`src/rtl/structures.sv`:
```
// Shared types for the memory-side datapath.
// mem_store_type_t : store command presented to data_mem (NO_STORE when idle)
// mem_size_t       : access size of a load/store request (2'b01 is reserved)
// lsu_state_t      : lsu_port control states
package structures;

  typedef enum logic [1:0] {
    NO_STORE    = 2'b00,
    STORE_BYTE  = 2'b01,
    STORE_WORD  = 2'b10,
    STORE_DWORD = 2'b11
  } mem_store_type_t;

  typedef enum logic [1:0] {
    SIZE_BYTE  = 2'b00,
    SIZE_WORD  = 2'b10,
    SIZE_DWORD = 2'b11
  } mem_size_t;

  typedef enum logic [1:0] {
    IDLE  = 2'b00,
    ISSUE = 2'b01,
    RESP  = 2'b10
  } lsu_state_t;

  // True when the size encoding is defined and the address is naturally aligned for it.
  function automatic logic size_aligned(input mem_size_t size, input logic [2:0] addr_lo);
    logic ok;
    case (size)
      SIZE_BYTE:  ok = 1'b1;
      SIZE_WORD:  ok = (addr_lo[1:0] == 2'b00);
      SIZE_DWORD: ok = (addr_lo == 3'b000);
      default:    ok = 1'b0;
    endcase
    return ok;
  endfunction

  function automatic mem_store_type_t store_type_of(input mem_size_t size);
    mem_store_type_t st;
    case (size)
      SIZE_BYTE:  st = STORE_BYTE;
      SIZE_WORD:  st = STORE_WORD;
      SIZE_DWORD: st = STORE_DWORD;
      default:    st = NO_STORE;
    endcase
    return st;
  endfunction

endpackage

```
`src/rtl/lsu_port_load_extend.sv`:
```
// load_extend: picks the addressed byte/word/dword out of a 64-bit memory word and
// sign- or zero-extends it to 64 bits. Purely combinational.
//   rdata    : raw 64-bit word from data memory
//   addr_lo  : byte offset within the word
//   size     : access size
//   zero_ext : 1 = zero-extend, 0 = sign-extend (ignored for dwords)
//   result   : extended load data
module load_extend
  import structures::*;
(
  input  logic [63:0] rdata,
  input  logic [2:0]  addr_lo,
  input  mem_size_t   size,
  input  logic        zero_ext,
  output logic [63:0] result
);

  logic [7:0]  byte_sel;
  logic [31:0] word_sel;

  always_comb begin
    byte_sel = rdata[{addr_lo, 3'b000} +: 8];
    word_sel = addr_lo[2] ? rdata[63:32] : rdata[31:0];
    case (size)
      SIZE_BYTE:  result = {{56{~zero_ext & byte_sel[7]}}, byte_sel};
      SIZE_WORD:  result = {{32{~zero_ext & word_sel[31]}}, word_sel};
      SIZE_DWORD: result = rdata;
      default:    result = '0;
    endcase
  end

endmodule

```
`src/rtl/lsu_port.sv`:
```
// lsu_port: single-outstanding load/store initiator between the MEM stage and data_mem.
//   req_*          : request channel (valid/ready), sampled only at the accept edge
//   resp_*         : response channel (valid/ready); rdata is extended load data, 0 otherwise
//   mem_*          : data-side port of data_mem; a store is presented only during ISSUE
//   fault_count    : saturating count of faulted requests
// Illegal requests (reserved size, misaligned, out of range) skip memory and answer with
// resp_fault one cycle after accept; legal ones spend one ISSUE cycle first.
module lsu_port
  import structures::*;
#(
  parameter int unsigned data_words = 'h4000
) (
  input  logic            clk,
  input  logic            reset,
  input  logic            req_valid,
  output logic            req_ready,
  input  logic            req_is_store,
  input  mem_size_t       req_size,
  input  logic            req_unsigned,
  input  logic [63:0]     req_addr,
  input  logic [63:0]     req_wdata,
  output logic            resp_valid,
  input  logic            resp_ready,
  output logic [63:0]     resp_rdata,
  output logic            resp_fault,
  output logic [63:0]     mem_addr,
  output logic [63:0]     mem_wdata,
  output mem_store_type_t mem_store_type,
  input  logic [63:0]     mem_rdata,
  output logic [15:0]     fault_count
);

  localparam logic [63:0] AddrLimit = {32'd0, data_words} << 3;

  lsu_state_t  state_q, state_d;
  logic        is_store_q;
  mem_size_t   size_q;
  logic        zero_ext_q;
  logic [63:0] mem_addr_q, mem_wdata_q;
  logic [63:0] resp_rdata_q;
  logic        resp_fault_q;
  logic [15:0] fault_count_q;
  logic        accept;
  logic        req_legal;
  logic [63:0] ext_data;

  load_extend u_load_extend (
    .rdata    (mem_rdata),
    .addr_lo  (mem_addr_q[2:0]),
    .size     (size_q),
    .zero_ext (zero_ext_q),
    .result   (ext_data)
  );

  always_comb begin
    state_d   = state_q;
    req_ready = 1'b0;
    case (state_q)
      IDLE:    req_ready = 1'b1;
      RESP:    req_ready = resp_ready;
      default: req_ready = 1'b0;
    endcase
    accept    = req_valid & req_ready;
    // Full 64-bit compare so high address bits cannot alias into range.
    req_legal = size_aligned(req_size, req_addr[2:0]) && (req_addr < AddrLimit);
    case (state_q)
      IDLE:    if (accept) state_d = req_legal ? ISSUE : RESP;
      ISSUE:   state_d = RESP;
      RESP: begin
        if (resp_ready) state_d = accept ? (req_legal ? ISSUE : RESP) : IDLE;
      end
      default: state_d = IDLE;
    endcase
  end

  // Derived from state so an asynchronous reset withdraws a store immediately.
  always_comb begin
    mem_store_type = NO_STORE;
    if (state_q == ISSUE && is_store_q) mem_store_type = store_type_of(size_q);
  end

  always_ff @(posedge clk or posedge reset) begin
    if (reset) begin
      state_q       <= IDLE;
      is_store_q    <= 1'b0;
      size_q        <= SIZE_BYTE;
      zero_ext_q    <= 1'b0;
      mem_addr_q    <= '0;
      mem_wdata_q   <= '0;
      resp_rdata_q  <= '0;
      resp_fault_q  <= 1'b0;
      fault_count_q <= '0;
    end else begin
      state_q <= state_d;
      if (accept) begin
        is_store_q <= req_is_store;
        size_q     <= req_size;
        zero_ext_q <= req_unsigned;
        if (req_legal) begin
          // mem_addr/mem_wdata only move for legal requests; faults leave memory untouched.
          mem_addr_q  <= req_addr;
          mem_wdata_q <= req_wdata;
        end else begin
          resp_rdata_q <= '0;
          resp_fault_q <= 1'b1;
          if (fault_count_q != 16'hFFFF) fault_count_q <= fault_count_q + 16'd1;
        end
      end
      if (state_q == ISSUE) begin
        resp_rdata_q <= is_store_q ? 64'd0 : ext_data;
        resp_fault_q <= 1'b0;
      end
    end
  end

  assign resp_valid  = (state_q == RESP);
  assign resp_rdata  = resp_rdata_q;
  assign resp_fault  = resp_fault_q;
  assign mem_addr    = mem_addr_q;
  assign mem_wdata   = mem_wdata_q;
  assign fault_count = fault_count_q;

endmodule
```
`config.mk`:
```
export PLATFORM = sky130hd
export DESIGN_NAME = lsu_port
export DESIGN_NICKNAME = d
export VERILOG_FILES = /design/src/rtl/structures.sv /design/src/rtl/lsu_port_load_extend.sv /design/src/rtl/lsu_port.sv
export SDC_FILE = /design/constraint.sdc
export NUM_CORES = 1
export LEC_CHECK = 0
export CAP_MARGIN = 20
export CORE_UTILIZATION = 35
export CTS_CLUSTER_DIAMETER = 100
export CTS_CLUSTER_SIZE = 16
export DETAILED_ROUTE_END_ITERATION = 7
export GPL_TIMING_DRIVEN = 0
export PLACE_DENSITY = 0.68
export SYNTH_ARGS = -nofsm -noshare
export SYNTH_HDL_FRONTEND = slang
export SYNTH_HIERARCHICAL = 1
export SYNTH_SLANG_ARGS = --single-unit
```
`constraint.sdc`:
```
create_clock -name clk -period 22.5 [get_ports clk]
set_input_delay 4.5 -clock clk [delete_from_list [all_inputs] [get_ports clk]]
set_output_delay 4.5 -clock clk [all_outputs]
set_load 0.1 [all_outputs]
```
# [Word-level counts from Yosys, hierarchy flattened]
# Cells that the tools add are included.
[op_classes] add_sub_neg=1 multipliers=0 n_div=0 order_cmp=1 eq_ne=10 shifts=1 muxes=18 bitwise=5 n_reduce_logical=12
[ops] op="2-to-1 mux 64 bit" n=4
[ops] op="case mux 64 bit (3 select lines)" n=1
[ops] op="less-than comparator 64 x 18 -> 1 bit (second input constant)" n=1
[ops] op="variable part select 64 x 7 -> 8 bit" n=1
[ops] op="2-to-1 mux 32 bit" n=1
[ops] op="adder 16 x 1 -> 16 bit (second input constant)" n=1
[ops] op="!= test 16 bit (second input constant)" n=1
[ops] op="case mux 2 bit (3 select lines)" n=2
[ops] op="== test 2 bit (second input constant)" n=5
[ops] op="2-to-1 mux 2 bit" n=5
[ops] op="zero test 2 bit" n=4
[ops] op="AND reduction 2 bit" n=3
[ops] op="!= test 2 x 1 -> 1 bit (second input constant)" n=2
[ops] op="AND 1 bit" n=3
[ops] op="zero test 3 bit" n=1
[ops] op="2-to-1 mux 1 bit" n=3
[ops] op="case mux 1 bit (3 select lines)" n=1
[ops] op="AND reduction 3 bit" n=1
[ops] op="== test 2 x 1 -> 1 bit (second input constant)" n=1
[ops] op="logical AND 1 bit" n=2
[ops] op="!= test 2 bit (second input constant)" n=1
[ops] op="inverter 1 bit" n=2
[ops] op="case mux 1 bit (2 select lines)" n=1
[ops] op="nonzero test 2 bit" n=1
[word_totals] register_bits=215 latchBits=0 ram_bits=0 mem_bits_ro=0 in_bits=200 output_inout_bits=213 memories=0

# [Longest topological paths before layout]
[depth] depth_word=7 ltp_mapped=9

# [Modules after synthesis]
# The synthesis kept the hierarchy.
[by_module_without_submodules] module="lsu_port" n_inst=1 cells_each=554 area_each_um2=8336.7 seq_area_each_um2=5380.2
[by_module_without_submodules] module="load_extend" n_inst=1 cells_each=196 area_each_um2=1640.3 seq_area_each_um2=0.0

# [Worst setup path after synthesis]
# Ideal clock, no wire load.
[synth_path] path_type="input to output" start="in resp_ready" end="out req_ready" arrival_ns=5.830 t_required_ns=18.000 path_slack_ns=12.170 cell_stages=2 cell_sequence="nor2b_1 -> nor2_1"
[synth_between] elab_chain_cells=1
[synth_rtl] element="start: declaration" line="lsu_port.sv:23" source="input logic resp_ready,"
[synth_rtl] element="case mux 1 bit (2 select lines)" line="lsu_port.sv:58" source="case (state_q)"
[synth_rtl] element="end: declaration" line="lsu_port.sv:16" source="output logic req_ready,"
# Every way passes these cells.

# [Final worst setup path]
# Ends and elaborated chain as after synthesis.

==> impl_metrics.yaml <==
status:
  outcome: "complete, no violations"
floorplan:
  die_area_sq_mm: 0.0292
  coreArea_sq_mm: 0.0279
  ios: 413
  start_util_pct: 35.7
  die_h_microns: 171
  rows: 61
  fp.dieW_microns: 171
setup_path:
  cp-end-kind: "output pin"
  slowest_stage: "clkdlybuf4s50_1"
  critPathMostFrequentCell: "clkdlybuf4s50_1"
  slowest_delay_ps: 1170
  crit_family: "buffers and inverters"
  worstSetupPathType: "input port to output pin"
  crit_chain: "clkdlybuf4s50_1 > nor2b_1 > nor2_1 > clkdlybuf4s50_1"
  startpoint_type: "input port"
  crit_fanout: 2
  reg2reg_to: "resp_rdata[61]"
  required_ps: 18000
  ff2ff_setup_slack_ps: 20170
  r2r_cells: 5
  crit_buf_inv: 2
  arrival_ps: 6360
  reg2reg_from: "state_q[0]"
cts:
  cts_tree: "built"
  postCtsSetupBuffers: 0
  cts_hold_buf: 0
  cts_max_path_buffers: 3
  cts_buffers: 17
  clockRootBuffer: "clkbuf_16"
  htreeDepth: 1
  path_clk_slew_ps: 70
  numClockSinks: 215
  cts.repair.resized: 0
  clk_latency_ps: 490
synth:
  synth_top_area_share_pct: 53.9
  synthMuxAreaShare_pct: 19.6
  ys_seq_elements: 215
  syn-cell-area_sq_mm: 0.00998
  synth-compound-area-share_pct: 12.6
  synth_adder_area_share_pct: 0.502
  synth_top_cell_by_area: "dfrtp_1"
  synthFlopType: "dfrtp_1"
  synth.yosys.warnings: 6
  synth_cell_types: 41
  synth-edff-count: 0
  syn_nets: 954
  synth_top_cells_by_area: "dfrtp_1 54%, mux2_4 11%, a22o_1 5.6%, mux2i_1 4.4%, o21ai_2 3.5%"
  synth_cells: 750
  synth_top_family_by_area: "multiplexers"
  synth_xor_area_share_pct: 1.23
  yosys.area_share.simple_pct: 8.11
  yosysSeqAreaShare_pct: 53.9
  syn_area_per_cell_sq_um: 13.3
  async_reset_ff_share_pct: 100
timing:
  post-route-period-util_pct: 48.3
  rsz0062_at_grt: "no"
  relSlewSlack_pct: 26.4
  fin_skew_ps: 9.57
  hold_violations: 0
  max_freq_mhz: 92.0
  min_period_ps: 10860
  drv_slew: 0
  finalWorstSetupSlack_ps: 11640
  setup_tns_ps: 0
  tightestPinTransition_ps: 1100
  setup_viol: 0
  fin_hold_ws_ps: 482
pwr:
  cellLeakagePower_nw: 6.95
  powerDensity_mw_per_mm2: 57.6
  vdd_drop_max_v: 0.0000592
  fin_total_pwr_uw: 867
drt:
  antenna_left: 0
  via_per_inst: 5.13
  drc: 0
  first_pass_iters: 5
  wl_per_cell_microns: 21.6
  routed_wl_mm: 33.7
  dr_total_vias: 8002
  dr.first_iter.drc_count: 638
place:
  place_area_sq_mm: 0.0146
  io_buffers: 412
  gp_congestion: 0.926
  dpl.hpwl_mm: 25.5
  place_ws_ps: 11630
  dp.cells: 1541
global_route:
  overflow: 0
  grt_pass1_wl_mm: 50.4
  antenna_found_initial: 0
  grt_max_degree: 121
  grt_pass1_vias: 8279
  grt_usage_pct: 22.7
final_layout:
  multi_input_area_sq_mm: 0.00419
  diodes: 0
  fin_cells: 1561
  layout-drive-gt1-share_pct: 15.5
  area_delta_synth_final_pct: 50.8
  n_fill_cell: 2407
  utilization_pct: 53.9
  seq_area_sq_mm: 0.00538
  layout.nets: 1386
  stdcell_area_sq_mm: 0.0150
hold_path:
  whs_endpoint: "mem_addr[57]"
  min_path_cells: 1
  hp-class: "flip-flop to flip-flop"
  min_from: "mem_addr[57]"
run:
  drv_cap: 0
==> how the worst max path moves through the flow <==
stage | to | depth (start not counted) | startpoint | slack, ps
floorplan | fault_count[0] | 1 | reset | 12120
global placement | mem_addr[60] | 2 | reset | 9120
detailed placement | req_ready | 4 | resp_ready | 11630
CTS | req_ready | 4 | resp_ready | 11620
global route | req_ready | 4 | resp_ready | 11580
finish | req_ready | 4 | resp_ready | 11640
==> layout make-up <==
class                           instances  share of cell area, %
Inverter                                7                  0.224
Buffer                                 60                   2.52
Multi-Input combinational cell        468                   27.9
Sequential cell                       215                   35.7
Tap cell                              378                   3.14
Timing Repair Buffer                  413                   27.6
Clock buffer                           17                   2.83
Clock inverter                          3                 0.0998
==> where the power goes <==
| group | internal, mW | switching, mW | total, mW |
|---|---|---|---|
| clock | 0.135 | 0.138 | 0.273 |
| combinational | 0.0708 | 0.119 | 0.189 |
| sequential | 0.394 | 0.0102 | 0.404 |
| total | 0.600 | 0.266 | 0.867 |
==> layout by cell type, fill, tap and decap left out, types with 3 or more instances in the layout <==
| master | instances |
|---|---|
| a22o_1 | 64 |
| nand2_1 | 24 |
| nor3_1 | 6 |
| dfrtp_1 | 215 |
| xor2_1 | 14 |
| nand2b_1 | 3 |
| ha_1 | 4 |
| o21ai_0 | 15 |
| inv_1 | 5 |
| buf_2 | 9 |
| buf_4 | 4 |
| mux2i_1 | 44 |
| clkdlybuf4s50_1 | 412 |
| o22ai_1 | 7 |
| clkbuf_16 | 17 |
| o21ai_2 | 40 |
| mux4_2 | 14 |
| buf_6 | 17 |
| clkbuf_1 | 29 |
| nor4_1 | 16 |
| nor2b_1 | 5 |
| clkinv_2 | 3 |
| a21oi_1 | 35 |
| nand3_1 | 6 |
| nand4_1 | 11 |
| and2_1 | 47 |
| nor2_1 | 11 |
| mux2_2 | 3 |
| mux2_4 | 70 |
| o21ai_1 | 6 |
| mux2_1 | 10 |
==> cell usage after synthesis, drive strengths merged (3+ instances only) <==
library cell  count
dfrtp           215
mux2             83
a22o             64
o21ai            61
and2             47
mux2i            44
a21oi            35
buf              31
clkbuf           29
nand2            24
nor4             17
mux4             14
xor2             14
nand4            11
nor2             11
nor3              7
o22ai             7
inv               6
nand3             6
nor2b             5
ha                4
nand2b            3
==> state kept, by name, summed over array words and instances, names as in the netlist <==
signal	flops
state_q	2
fault_count	16
is_store_q	1
resp_fault	1
size_q	2
resp_rdata	64
mem_addr	64
mem_wdata	64
zero_ext_q	1
==> cells by family after synthesis <==
| family | after synthesis |
|---|---|
| adders and majority gates | 4 |
| AOI/OAI and AO/OA | 169 |
| buffers and inverters | 67 |
| xor gates and xnor gates | 14 |
| DFF | 215 |
| and+or+nand+nor | 140 |
| muxes | 141 |
==> layer usage <==
layer,up-vias,part of all wire (%),GRT usage [%]
li1,3580,-,-
met1,3907,40,28.6
met2,436,46,36.9
met3,79,10,7.10
met4,0,3.8,7.80
met5,-,0,0
==> worst reg2reg max path, cell delays in order, from the launching register on <==
cell and delay, ps:
dfrtp_1 400, nor2b_1 310, nor2b_1 170, buf_1 570, clkbuf_1 570, a22o_1 250
Note: power is estimated with default switching activity, not from simulation.
